### src/rtl/pipeline_hazard_ctrl.sv
// Pipeline hazard controller: load-use stall, MEM-stage branch flush and a
// drain/halt sequence triggered by an all-zero instruction in IF/ID.

module hazard_sat_cnt #(
  parameter int W = 32
) (
  input  logic         clk_i,
  input  logic         rst_n,
  input  logic         inc,
  output logic [W-1:0] cnt
);
  always_ff @(posedge clk_i or negedge rst_n) begin
    if (!rst_n)                    cnt <= '0;
    else if (inc && (cnt != '1))   cnt <= cnt + 1'b1;  // saturate, never wrap
  end
endmodule

module pipeline_hazard_ctrl #(
  parameter int CNT_W = 32
) (
  input  logic             clk_i,
  input  logic             start_i,
  input  logic             id_valid_i,
  input  logic [31:0]      id_instr_i,
  input  logic             ex_memrd_i,
  input  logic [4:0]       ex_rd_i,
  input  logic             mem_pcsrc_i,
  output logic             pc_write_o,
  output logic             if_id_write_o,
  output logic             if_id_flush_o,
  output logic             id_ex_flush_o,
  output logic             ex_mem_flush_o,
  output logic [CNT_W-1:0] stall_cnt_o,
  output logic [CNT_W-1:0] flush_cnt_o,
  output logic [1:0]       state_o,
  output logic             halted_o
);
  localparam int NUM_CNT = 2;

  typedef enum logic [1:0] {IDLE = 2'd0, RUN = 2'd1, DRAIN = 2'd2, HALT = 2'd3} state_t;

  typedef struct packed {
    logic pc_write;
    logic if_id_write;
    logic if_id_flush;
    logic id_ex_flush;
    logic ex_mem_flush;
  } ctl_t;

  state_t state, state_nxt;
  logic [1:0] drain_cnt, drain_cnt_nxt;
  ctl_t ctl;
  logic load_use;
  logic [NUM_CNT-1:0]            cnt_inc;
  logic [NUM_CNT-1:0][CNT_W-1:0] cnt;

  assign load_use = id_valid_i && ex_memrd_i && (ex_rd_i != 5'd0) &&
                    ((ex_rd_i == id_instr_i[19:15]) || (ex_rd_i == id_instr_i[24:20]));

  always_ff @(posedge clk_i or negedge start_i) begin
    if (!start_i) begin
      state     <= IDLE;
      drain_cnt <= 2'd0;
    end else begin
      state     <= state_nxt;
      drain_cnt <= drain_cnt_nxt;
    end
  end

  always_comb begin
    state_nxt     = state;
    drain_cnt_nxt = drain_cnt;
    ctl           = '{pc_write: 1'b0, if_id_write: 1'b0, if_id_flush: 1'b1,
                      id_ex_flush: 1'b1, ex_mem_flush: 1'b1};
    cnt_inc       = '0;
    unique case (state)
      IDLE: state_nxt = RUN;
      RUN: begin
        if (mem_pcsrc_i) begin
          // taken branch squashes everything younger, including a pending stall
          ctl        = '{1'b1, 1'b1, 1'b1, 1'b1, 1'b1};
          cnt_inc[1] = 1'b1;
        end else if (load_use) begin
          ctl        = '{1'b0, 1'b0, 1'b0, 1'b1, 1'b0};
          cnt_inc[0] = 1'b1;
        end else begin
          ctl = '{1'b1, 1'b1, 1'b0, 1'b0, 1'b0};
          if (id_valid_i && (id_instr_i == 32'd0)) begin
            state_nxt     = DRAIN;
            drain_cnt_nxt = 2'd3;
          end
        end
      end
      DRAIN: begin
        if (mem_pcsrc_i) begin
          // branch is older than the drain marker: resume normal flow
          ctl           = '{1'b1, 1'b1, 1'b1, 1'b1, 1'b1};
          cnt_inc[1]    = 1'b1;
          state_nxt     = RUN;
          drain_cnt_nxt = 2'd0;
        end else begin
          ctl = '{1'b0, 1'b0, 1'b0, 1'b1, 1'b0};
          if (drain_cnt == 2'd0) state_nxt = HALT;
          else                   drain_cnt_nxt = drain_cnt - 2'd1;
        end
      end
      HALT: state_nxt = HALT;
      default: state_nxt = IDLE;
    endcase
  end

  genvar k;
  generate
    for (k = 0; k < NUM_CNT; k++) begin : g_cnt
      hazard_sat_cnt #(.W(CNT_W)) u_cnt (
        .clk_i (clk_i),
        .rst_n (start_i),
        .inc   (cnt_inc[k]),
        .cnt   (cnt[k])
      );
    end
  endgenerate

  assign stall_cnt_o    = cnt[0];
  assign flush_cnt_o    = cnt[1];
  assign pc_write_o     = ctl.pc_write;
  assign if_id_write_o  = ctl.if_id_write;
  assign if_id_flush_o  = ctl.if_id_flush;
  assign id_ex_flush_o  = ctl.id_ex_flush;
  assign ex_mem_flush_o = ctl.ex_mem_flush;
  assign state_o        = state;
  assign halted_o       = (state == HALT);
endmodule

### config.mk
export PLATFORM = sky130hd
export DESIGN_NAME = pipeline_hazard_ctrl
export DESIGN_NICKNAME = d
export VERILOG_FILES = /design/src/rtl/pipeline_hazard_ctrl.sv
export SDC_FILE = /design/constraint.sdc
export NUM_CORES = 1
export LEC_CHECK = 0
export ABC_AREA = 1
export CAP_MARGIN = 20
export CORE_MARGIN = 3
export CORE_UTILIZATION = 52
export DETAILED_ROUTE_END_ITERATION = 6
export PLACE_DENSITY = 0.91
export SYNTH_ARGS = -nofsm -noshare
export SYNTH_HDL_FRONTEND = slang
export SYNTH_HIERARCHICAL = 1
export SYNTH_SLANG_ARGS = --single-unit
### constraint.sdc
create_clock -name clk_i -period 2.53 [get_ports clk_i]
set_input_delay 0.506 -clock clk_i [delete_from_list [all_inputs] [get_ports clk_i]]
set_output_delay 0.506 -clock clk_i [all_outputs]
set_load 0.01 [all_outputs]
Yosys cells after proc, flatten, opt, wreduce, memory -nomap -nowiden. Cells that the tools add are included.

Mux-type cells: 21. Add/sub/neg operators: 3. Equality and inequality tests: 12. Reductions and logical operators: 15.

Operator list (count): 32-bit by 1-bit adder with 32-bit output (second input constant) (2); 32-bit != test (second input constant) (2); 32-bit zero test (1); 2-bit two-way mux (10); 5-bit two-way mux (3); 5-bit equality test (2); 5-bit one-hot mux with 2 select lines (1); 2-bit one-hot mux with 4 select lines (1); 1-bit logical AND (6); 2-bit != test (second input constant) (3); 3-bit != test (second input constant) (2); 1-bit two-way mux (5); 5-bit AND reduction (1); 5-bit nonzero test (1); 2-bit equality test (second input constant) (2); 2-bit zero test (2); 2-bit one-hot mux with 2 select lines (1); 4-bit AND reduction (1); 2-bit by 1-bit equality test with 1-bit output (second input constant) (1); 2-bit nonzero test (1); 2-bit OR reduction (1); 2-bit by 1-bit subtractor with 2-bit output (second input constant) (1); 1-bit logical OR (1).

Word-level logic and storage cells: 55. Bits in registers: 68. Input port bits: 42. Output and inout port bits: 72.

Depth between registers and ports, before layout. Gate-level depths: netlist of run 1.

Word-level depth: 7. Depth in mapped cells: 13. Depth with buffers taken out: 13.

Cells and area by module. Netlist of run 1, hierarchy kept.

Modules (own cells, without submodules): hazard_sat_cnt (times used 2, cells each 333, area an instance 2190.9 sq um, sequential area each 800.8 sq um); pipeline_hazard_ctrl (times used 1, cells each 108, area an instance 666.9 sq um, sequential area each 100.1 sq um).

Least setup slack after synthesis of run 1. OpenSTA, ideal clock, no wires.

Kind: input -> register. From: in ex_rd_i[4]. To: reg g_cnt[0].u_cnt.cnt[26]. Required time: 2413 ps. Library setup time: 117 ps. Slack: 247 ps. Cell stages on the path: 13. Buffers on the path: 0. Data arrival time: 2166 ps. Path through: xor2_1 -> nor2_1 -> nand3_1 -> nand2_1 -> nand3_1 -> nor2_1 -> inv_1 -> nor2_1 -> nand2_1 -> nor2_1 -> nand3_1 -> nand2_1 -> nand2_1.

Cells in the longest elaborated chain, start to end: 7. Elaborated cells on any way between the ends: 10. Those cells by class: eq/ne: 2; mux: 3; reduce/logical: 5.

Ends and longest elaborated chain: start: declaration (line 26) `input logic [4:0] ex_rd_i,`; 5-bit equality test or 5-bit nonzero test (tied branches) (line 58, 57); 1-bit logical OR or 1-bit logical AND (tied branches) (line 58, 57); 1-bit logical AND * (line 57) `assign load_use = id_valid_i && ex_memrd_i && (ex_rd_i != 5'd0) &&`; 1-bit two-way mux * (line 83) `end else if (load_use) begin`; 1-bit two-way mux * (line 79) `if (mem_pcsrc_i) begin`; 1-bit two-way mux * (line 76) `unique case (state)`; via cnt_inc[0] (line 54) `logic [NUM_CNT-1:0] cnt_inc;`; 1-bit logical AND * (line 14) `else if (inc && (cnt != '1)) cnt <= cnt + 1'b1;`; end signal: assignment (line 14); end: declaration (line 10) `output logic [W-1:0] cnt`.

The timed path passes the listed nets; every way through them passes the cells marked *. A chain may end at the register's enable or synchronous reset.

Worst setup path after layout of run 1.
From: reg state[0], in the netlist state_o[0]. To: out if_id_flush_o.

Cells in the longest elaborated chain, start to end: 2. Elaborated cells on any way between the ends: 3. Those cells by class: eq/ne: 2; mux: 1.

Ends and longest elaborated chain: start: declaration (line 50) `state_t state, state_nxt;`; start signal: assignment (line 65) `state <= state_nxt;`; 2-bit equality test or 2-bit by 1-bit equality test with 1-bit output (tied branches) (line 76); 5-bit one-hot mux with 2 select lines * (line 76); end: declaration (line 30) `output logic if_id_flush_o,`.

Mark *: on every way between the ends. The rest lies on a longest branch, timed or not.

==> insert_results.sql, run 1 <==
INSERT INTO impl_metrics (metric_group, metric, value, unit) VALUES
('run_status', 'status', 'finished, final reports clean', ''),
('placed_design', 'dpl_worst_slack', '-0.188', 'ns'),
('yosys', 'number_of_standard_cells_after_synthesis', '774', ''),
('setup_path', 'startpoint_type', 'flop', ''),
('hold_path', 'hp-class', 'input pin to asynchronous set/reset pin', ''),
('cells_and_area', 'final_core_utilization', '70.0', '%'),
('yosys', 'post_synth_instance_area', '5050', 'sq um'),
('clock_network', 'cts_root_buf', 'clkbuf_8', ''),
('clock_network', 'cts_tree', 'done', ''),
('timing', 'final.period_utilization', '96.6', '%'),
('power', 'vdd_ir_drop_max', '0.000332', 'V'),
('placed_design', 'place_hpwl', '10100', 'um'),
('global_route', 'grt_usage', '24.5', '%'),
('yosys', 'yosys.area.top_type', 'dfrtp_1', ''),
('cells_and_area', 'final_design_area_no_fill', '6530', 'sq um'),
('cells_and_area', 'layout-area-overhead-vs-synth', '29.3', '%'),
('global_route', 'grt_first_pass_wirelength', '22400', 'um'),
('die', 'floorplan.die.height', '105', 'um'),
('global_route', 'grt_pass1_vias', '4862', ''),
('yosys', 'yosys_warnings', '6', ''),
('global_route', 'grt_max_degree', '69', ''),
('setup_path', 'critPathCapture', 'if_id_flush_o', ''),
('detailed_routing', 'remaining_drc_errors', '0', ''),
('die', 'core_region_area', '9330', 'sq um'),
('detailed_routing', 'routed_wl', '13200', 'um'),
('clock_network', 'cts-htree-levels', '3', ''),
('timing', 'final.setup.tns', '0', 'ns'),
('timing', 'hold_ws', '0.169', 'ns'),
('setup_path', 'crit_path_end_kind', 'output port', ''),
('clock_network', 'numClockSinks', '68', ''),
('job', 'timing.max_cap.violations', '0', ''),
('setup_path', 'reg2reg_setup_slack', '0.50', 'ns'),
('placed_design', 'io_buffers', '113', ''),
('clock_network', 'post_cts_buffers', '0', ''),
('timing', 'grt_setup_unrepaired', 'no', ''),
('cells_and_area', 'layout.cells.non_filler', '1037', ''),
('detailed_routing', 'route.detailed.wl_per_inst', '12.8', 'um'),
('timing', 'finalCriticalPeriod', '2.44', 'ns'),
('cells_and_area', 'drive_gt1_share', '9.25', '%'),
('timing', 'report.final.hold_viol_count', '0', ''),
('die', 'row_count', '35', ''),
('detailed_routing', 'detailedRoute.firstIterationViolations', '267', ''),
('power', 'report.power.total', '2.35', 'mW'),
('yosys', 'synthesized_flop_and_latch_total', '68', ''),
('yosys', 'syn-mean-instance-area', '6.52', 'sq um'),
('placed_design', 'finalWeightedCongestion', '0.935', ''),
('yosys', 'synth_fp_nets', '823', ''),
('setup_path', 'reg2reg_from', 'state_o[0]', ''),
('setup_path', 'data_required_time_at_the_worst_endpoint', '2.02', 'ns'),
('clock_network', 'clkSlewWorstSetupHoldPaths', '0.07', 'ns'),
('global_route', 'number_of_antenna_violations_at_the_first_check_in_global_routing', '0', ''),
('power', 'leakage', '2.77', 'nW'),
('yosys', 'netlist_top_cells_area', 'dfrtp_1 34%, nand2_1 23%, nor2_1 9.6%', ''),
('cells_and_area', 'insertedDiodeCount', '0', ''),
('yosys', 'ys_types', '27', ''),
('setup_path', 'critical_path_peak_fanout', '6', ''),
('die', 'die_area', '10900', 'sq um'),
('detailed_routing', 'ant_nets', '0', ''),
('timing', 'final-setup-viol-count', '0', ''),
('die', 'floorplan.die.width', '105', 'um'),
('setup_path', 'regToRegEndpoint', 'g_cnt[1].u_cnt/cnt[18]', ''),
('placed_design', 'dp.cells', '1022', ''),
('detailed_routing', 'num_vias', '5303', ''),
('die', 'initial_core_util', '54.1', '%'),
('timing', 'timing_worst_slew_pin_value', '0.385', 'ns'),
('clock_network', 'hold_buffers', '0', ''),
('timing', 'max_clock_freq', '409', 'MHz'),
('timing', 'report.final.slew_viol_count', '0', ''),
('power', 'power_density', '361', 'nW/um^2'),
('timing', 'post-route-worst-setup-slack', '0.0851', 'ns'),
('yosys', 'synth_largest_type_area_fraction', '33.7', '%');
==> worst min path at each step <==
stage | from | end | slack, ns | cells past startpoint
final | start_i | g_cnt[0].u_cnt/cnt[1] | 0.17 | 2
after detailed placement | drain_cnt[1] | drain_cnt[1] | 0.47 | 2
after floorplan | start_i | drain_cnt[0] | 0.21 | 0
after global placement | drain_cnt[1] | drain_cnt[1] | 0.46 | 2
after CTS | start_i | g_cnt[0].u_cnt/cnt[2] | 0.18 | 2
after global routing | start_i | g_cnt[0].u_cnt/cnt[2] | 0.20 | 2
==> cell usage after synthesis (all sizes together) <==
master	instances
inv	70
nand2	328
a21oi	4
nor3	3
dfrtp	68
buf	12
nand3	60
o21bai	3
a221oi	1
nand4	20
xnor2	16
nand3b	16
o21ai	10
nor2	145
clkinv	1
xor2	10
ha	7
==> layout make-up <==
cell class	instances	area [sq um]
Clock inverter	4	26.3
Tap cell	129	161
Sequential cell	68	1700
Fill cell	788	2800
Inverter	71	267
Timing Repair Buffer	131	1270
Multi-Input combinational cell	623	2960
Clock buffer	11	141
==> registers in the layout, summed over array words and instances, names as in the netlist <==
| register | count |
|---|---|
| g_cnt.u_cnt/cnt | 64 |
| drain_cnt | 2 |
| state_o | 2 |
==> worst max-delay path, cell delays in order, from the launching register on <==
cell and delay (ns):
dfrtp_2 0.44, inv_1 0.09, ha_2 0.22, nand2_1 0.09, buf_4 0.13, nand2_1 0.08, clkdlybuf4s50_1 0.55
==> power breakdown <==
part           internal (mW)  switching [mW]
clock                  0.375           0.405
sequential              1.13          0.0727
combinational          0.203           0.170
==> cells by family (layout without fill, tap and decap cells) <==
kind of cell	after synthesis	after routing	share of synthesized area [%]
AND/OR/NAND/NOR	572	572	49.7
AO/OA/AOI/OAI	18	18	2.50
adder cells (fa/ha/maj)	7	7	1.73
XOR/XNOR	26	26	4.51
flip-flops	68	68	33.7
buffers and inverters	83	217	7.81
==> layer usage <==
metal,wire length (um),vias up,global-route usage (%)
met4,346,0,7.98
met5,0,-,0
met2,6500,201,42.1
met1,5600,2393,31.3
li1,-,2670,-
met3,789,39,4.32
==> timing repair <==
item / in CTS / in global routing
endpoints found under the hold margin: 0 / 0
pin swaps: 1 / 0
setup endpoints to repair: 3 / 3
resized for setup: 5 / 5
No activity file was read; power rests on OpenSTA's default activity.
==> run 2, diff against run 1 <==
--- a/config.mk
+++ b/config.mk
@@ -7,7 +7,7 @@
 export LEC_CHECK = 0
 export ABC_AREA = 1
 export CAP_MARGIN = 20
-export CORE_MARGIN = 3
+export CORE_MARGIN = 5
 export CORE_UTILIZATION = 52
 export DETAILED_ROUTE_END_ITERATION = 6
 export PLACE_DENSITY = 0.91
==> run 2 against run 1 <==
Against the previous run: maximum frequency rose by 1.2%; final cell count rose by 0.68%; sequential share of layout area fell by 0.19 points; critical path depth rose by 1; critical path type unchanged; hold slack got worse by 0.024 ns; combinational power barely moved; die area rose by 7.8%; largest cell class unchanged.
==> insert_results.sql, run 2 (synthesis gave the netlist of run 1 again) <==
INSERT INTO impl_metrics (metric_group, metric, value, unit) VALUES
('cells_and_area', 'largest_reg_flops', '64', ''),
('setup_path', 'path_delay_family', 'buffers and inverters', ''),
('setup_path', 'critPathMaxStageDelay', '0.49', 'ns'),
('cells_and_area', 'final_design_area_no_fill', '6580', 'sq um'),
('power', 'clock_power_share', '38.9', '%'),
('global_route', 'grt_pass1_vias', '5356', ''),
('hold_path', 'hp-class', 'input pin to asynchronous set/reset pin', ''),
('clock_network', 'cts_buffers', '9', ''),
('detailed_routing', 'detailedRoute.firstIterationViolations', '288', ''),
('timing', 'grt_setup_unrepaired', 'yes', ''),
('die', 'row_count', '36', ''),
('global_route', 'grt_first_pass_wirelength', '23700', 'um'),
('detailed_routing', 'num_vias', '5372', ''),
('placed_design', 'io_buffers', '113', ''),
('setup_path', 'critical_path_arrival', '1.91', 'ns'),
('die', 'floorplan.die.height', '109', 'um'),
('run_status', 'status', 'finished, final reports clean', ''),
('timing', 'final-setup-viol-count', '0', ''),
('placed_design', 'place_hpwl', '10700', 'um'),
('cells_and_area', 'multi_input_area', '2950', 'sq um'),
('job', 'timing.max_cap.violations', '0', ''),
('global_route', 'number_of_antenna_violations_at_the_first_check_in_global_routing', '0', ''),
('timing', 'final.period_utilization', '95.5', '%'),
('power', 'combinationalPowerShare', '14.5', '%'),
('setup_path', 'critical_path_peak_fanout', '6', ''),
('timing', 'timing_worst_slew_pin_value', '0.589', 'ns'),
('placed_design', 'placed_cell_area', '6360', 'sq um'),
('cells_and_area', 'layout_common_cells', '306 x nand2_1, 129 x nor2_1, 106 x clkdlybuf4s50_1, 68 x inv_1, 66 x dfrtp_1', ''),
('die', 'initial_core_util', '52.4', '%'),
('cells_and_area', 'top_register', 'g_cnt.u_cnt/cnt', ''),
('detailed_routing', 'route.detailed.wl_per_inst', '13.3', 'um'),
('detailed_routing', 'remaining_drc_errors', '0', ''),
('power', 'power_density', '392', 'nW/um^2'),
('power', 'vdd_ir_drop_max', '0.000487', 'V'),
('clock_network', 'cts_tree', 'done', ''),
('die', 'ios', '114', ''),
('setup_path', 'criticalPathCategory', 'flop to output port', ''),
('detailed_routing', 'avgViaCountPerCell', '5.15', ''),
('cells_and_area', 'design.final.nets', '955', ''),
('cells_and_area', 'layout.filler_cells', '811', ''),
('global_route', 'grt_usage', '24.9', '%'),
('setup_path', 'data_required_time_at_the_worst_endpoint', '2.02', 'ns'),
('power', 'power_switching', '668', 'uW'),
('power', 'report.power.total', '2.57', 'mW'),
('timing', 'finalClockSkew', '0.0164', 'ns'),
('detailed_routing', 'detailedRoute.firstPassIterationCount', '5', ''),
('detailed_routing', 'routed_wl', '13900', 'um'),
('placed_design', 'finalWeightedCongestion', '0.959', ''),
('timing', 'report.final.hold_viol_count', '0', ''),
('timing', 'final.setup.tns', '0', 'ns'),
('cells_and_area', 'drive_gt1_share', '9.33', '%'),
('setup_path', 'reg2reg_setup_slack', '0.45', 'ns'),
('clock_network', 'clkSlewWorstSetupHoldPaths', '0.09', 'ns'),
('cells_and_area', 'layout-area-overhead-vs-synth', '30.2', '%'),
('timing', 'timing.max_slew.rel_slack', '60.7', '%'),
('setup_path', 'critical_path.slowest_cell', 'clkdlybuf4s50_1', ''),
('clock_network', 'numClockSinks', '68', ''),
('detailed_routing', 'ant_nets', '0', ''),
('power', 'p_int', '1.91', 'mW'),
('cells_and_area', 'insertedDiodeCount', '0', ''),
('timing', 'finalCriticalPeriod', '2.42', 'ns'),
('cells_and_area', 'final-seq-area', '1700', 'sq um'),
('global_route', 'gr-total-overflow', '0', ''),
('clock_network', 'cts_root_buf', 'clkbuf_8', ''),
('clock_network', 'clock_tree.buffer_depth', '2', ''),
('power', 'netSwitchingFraction', '25.9', '%'),
('global_route', 'grt_max_degree', '30', ''),
('setup_path', 'cp.buffers_inverters', '3', ''),
('clock_network', 'cts-htree-levels', '3', ''),
('setup_path', 'cp_common_cell', 'nand2_1', ''),
('power', 'leakage', '2.80', 'nW'),
('die', 'floorplan.die.width', '109', 'um'),
('setup_path', 'crit_path_end_kind', 'output port', ''),
('setup_path', 'startpoint_type', 'flop', ''),
('cells_and_area', 'final_common_cell', 'nand2_1', ''),
('clock_network', 'clk-insertion-delay-late', '0.35', 'ns'),
('power', 'power.share.sequential', '46.6', '%'),
('die', 'core_region_area', '9640', 'sq um'),
('setup_path', 'worstPathCellList', 'inv_1 > ha_1 > nand2_1 > clkinv_1 > nor2_1 > nand2_1 > clkdlybuf4s50_1', ''),
('timing', 'report.final.slew_viol_count', '0', ''),
('timing', 'max_clock_freq', '414', 'MHz'),
('die', 'die_area', '11800', 'sq um');
run 2: changes by cell type in the layout (fill, tap and decap cells not counted):
cell and change:
clkinvlp_4 -1, dlymetal6s2s_1 -1, buf_12 -1, clkinv_4 -1
buf_4 +3, bufinv_16 +2, nor2_2 -1, clkinv_2 +1
nor2_1 +1, ha_1 +1, ha_2 -1, dlygate4sd2_1 +1
run 2: path summary, 6_finish.rpt:
| check | from | cells after the start | to |
|---|---|---|---|
| min in group clk_i | drain_cnt[1] | 2 | drain_cnt[1] |
| worst min-delay path | start_i | 1 | g_cnt[0].u_cnt/cnt[21] |
| worst min register to register | drain_cnt[1] | 2 | drain_cnt[1] |
| worst max register to register | state_o[0] | 12 | g_cnt[1].u_cnt/cnt[26] |
| max in group asynchronous | start_i | 2 | state_o[0] |
| worst max-delay path | state_o[1] | 7 | ex_mem_flush_o |
run 2: area by class of cell:
type	instances	area share, %
Tap cell	133	2.53
Clock inverter	5	1.14
Sequential cell	68	25.9
Timing Repair Buffer	133	19.3
Multi-Input combinational cell	623	44.9
Clock buffer	11	2.15
Inverter	71	4.05
run 2: power by group through the flow:
| stage | Sequential, mW | Clock, mW | Combinational, mW |
|---|---|---|---|
| after global placement | 1.22 | 0 | 0.367 |
| final | 1.20 | 1.00 | 0.373 |
| after floorplan | 1.23 | 0 | 0.143 |
| after global routing | 1.21 | 1.06 | 0.421 |
| after CTS | 1.20 | 1.02 | 0.378 |
| after detailed placement | 1.22 | 0 | 0.378 |
run 2: repair_timing:
item | CTS | global route
hold buffers | 0 | 0
hold endpoints to repair | 0 | 0
pin swaps | 1 | 0
endpoints found under the setup margin | 3 | 4
resized for setup | 6 | 2
setup buffers | 0 | 1
run 2: metal layers:
layer / track usage, % / share of wire, % / vias up
met2: 42.6 / 48 / 229
met5: 0 / 0 / -
met3: 3.70 / 6.6 / 36
met4: 10.6 / 2.7 / 0
li1: - / - / 2681
met1: 31.3 / 42 / 2426
run 2: through the flow:
step	cells	hold WS (ns)	worst slack, ns	utilization (%)
3_3_place_gp	1027	0.461	-0.125	65.9
5_1_grt	1044	0.187	-0.0529	68.2
6_report	1044	0.146	0.114	68.2
4_1_cts	1043	0.161	0.0227	68.1
3_5_place_dp	1027	0.483	-0.207	65.9
2_1_floorplan	774	0.210	0.247	-
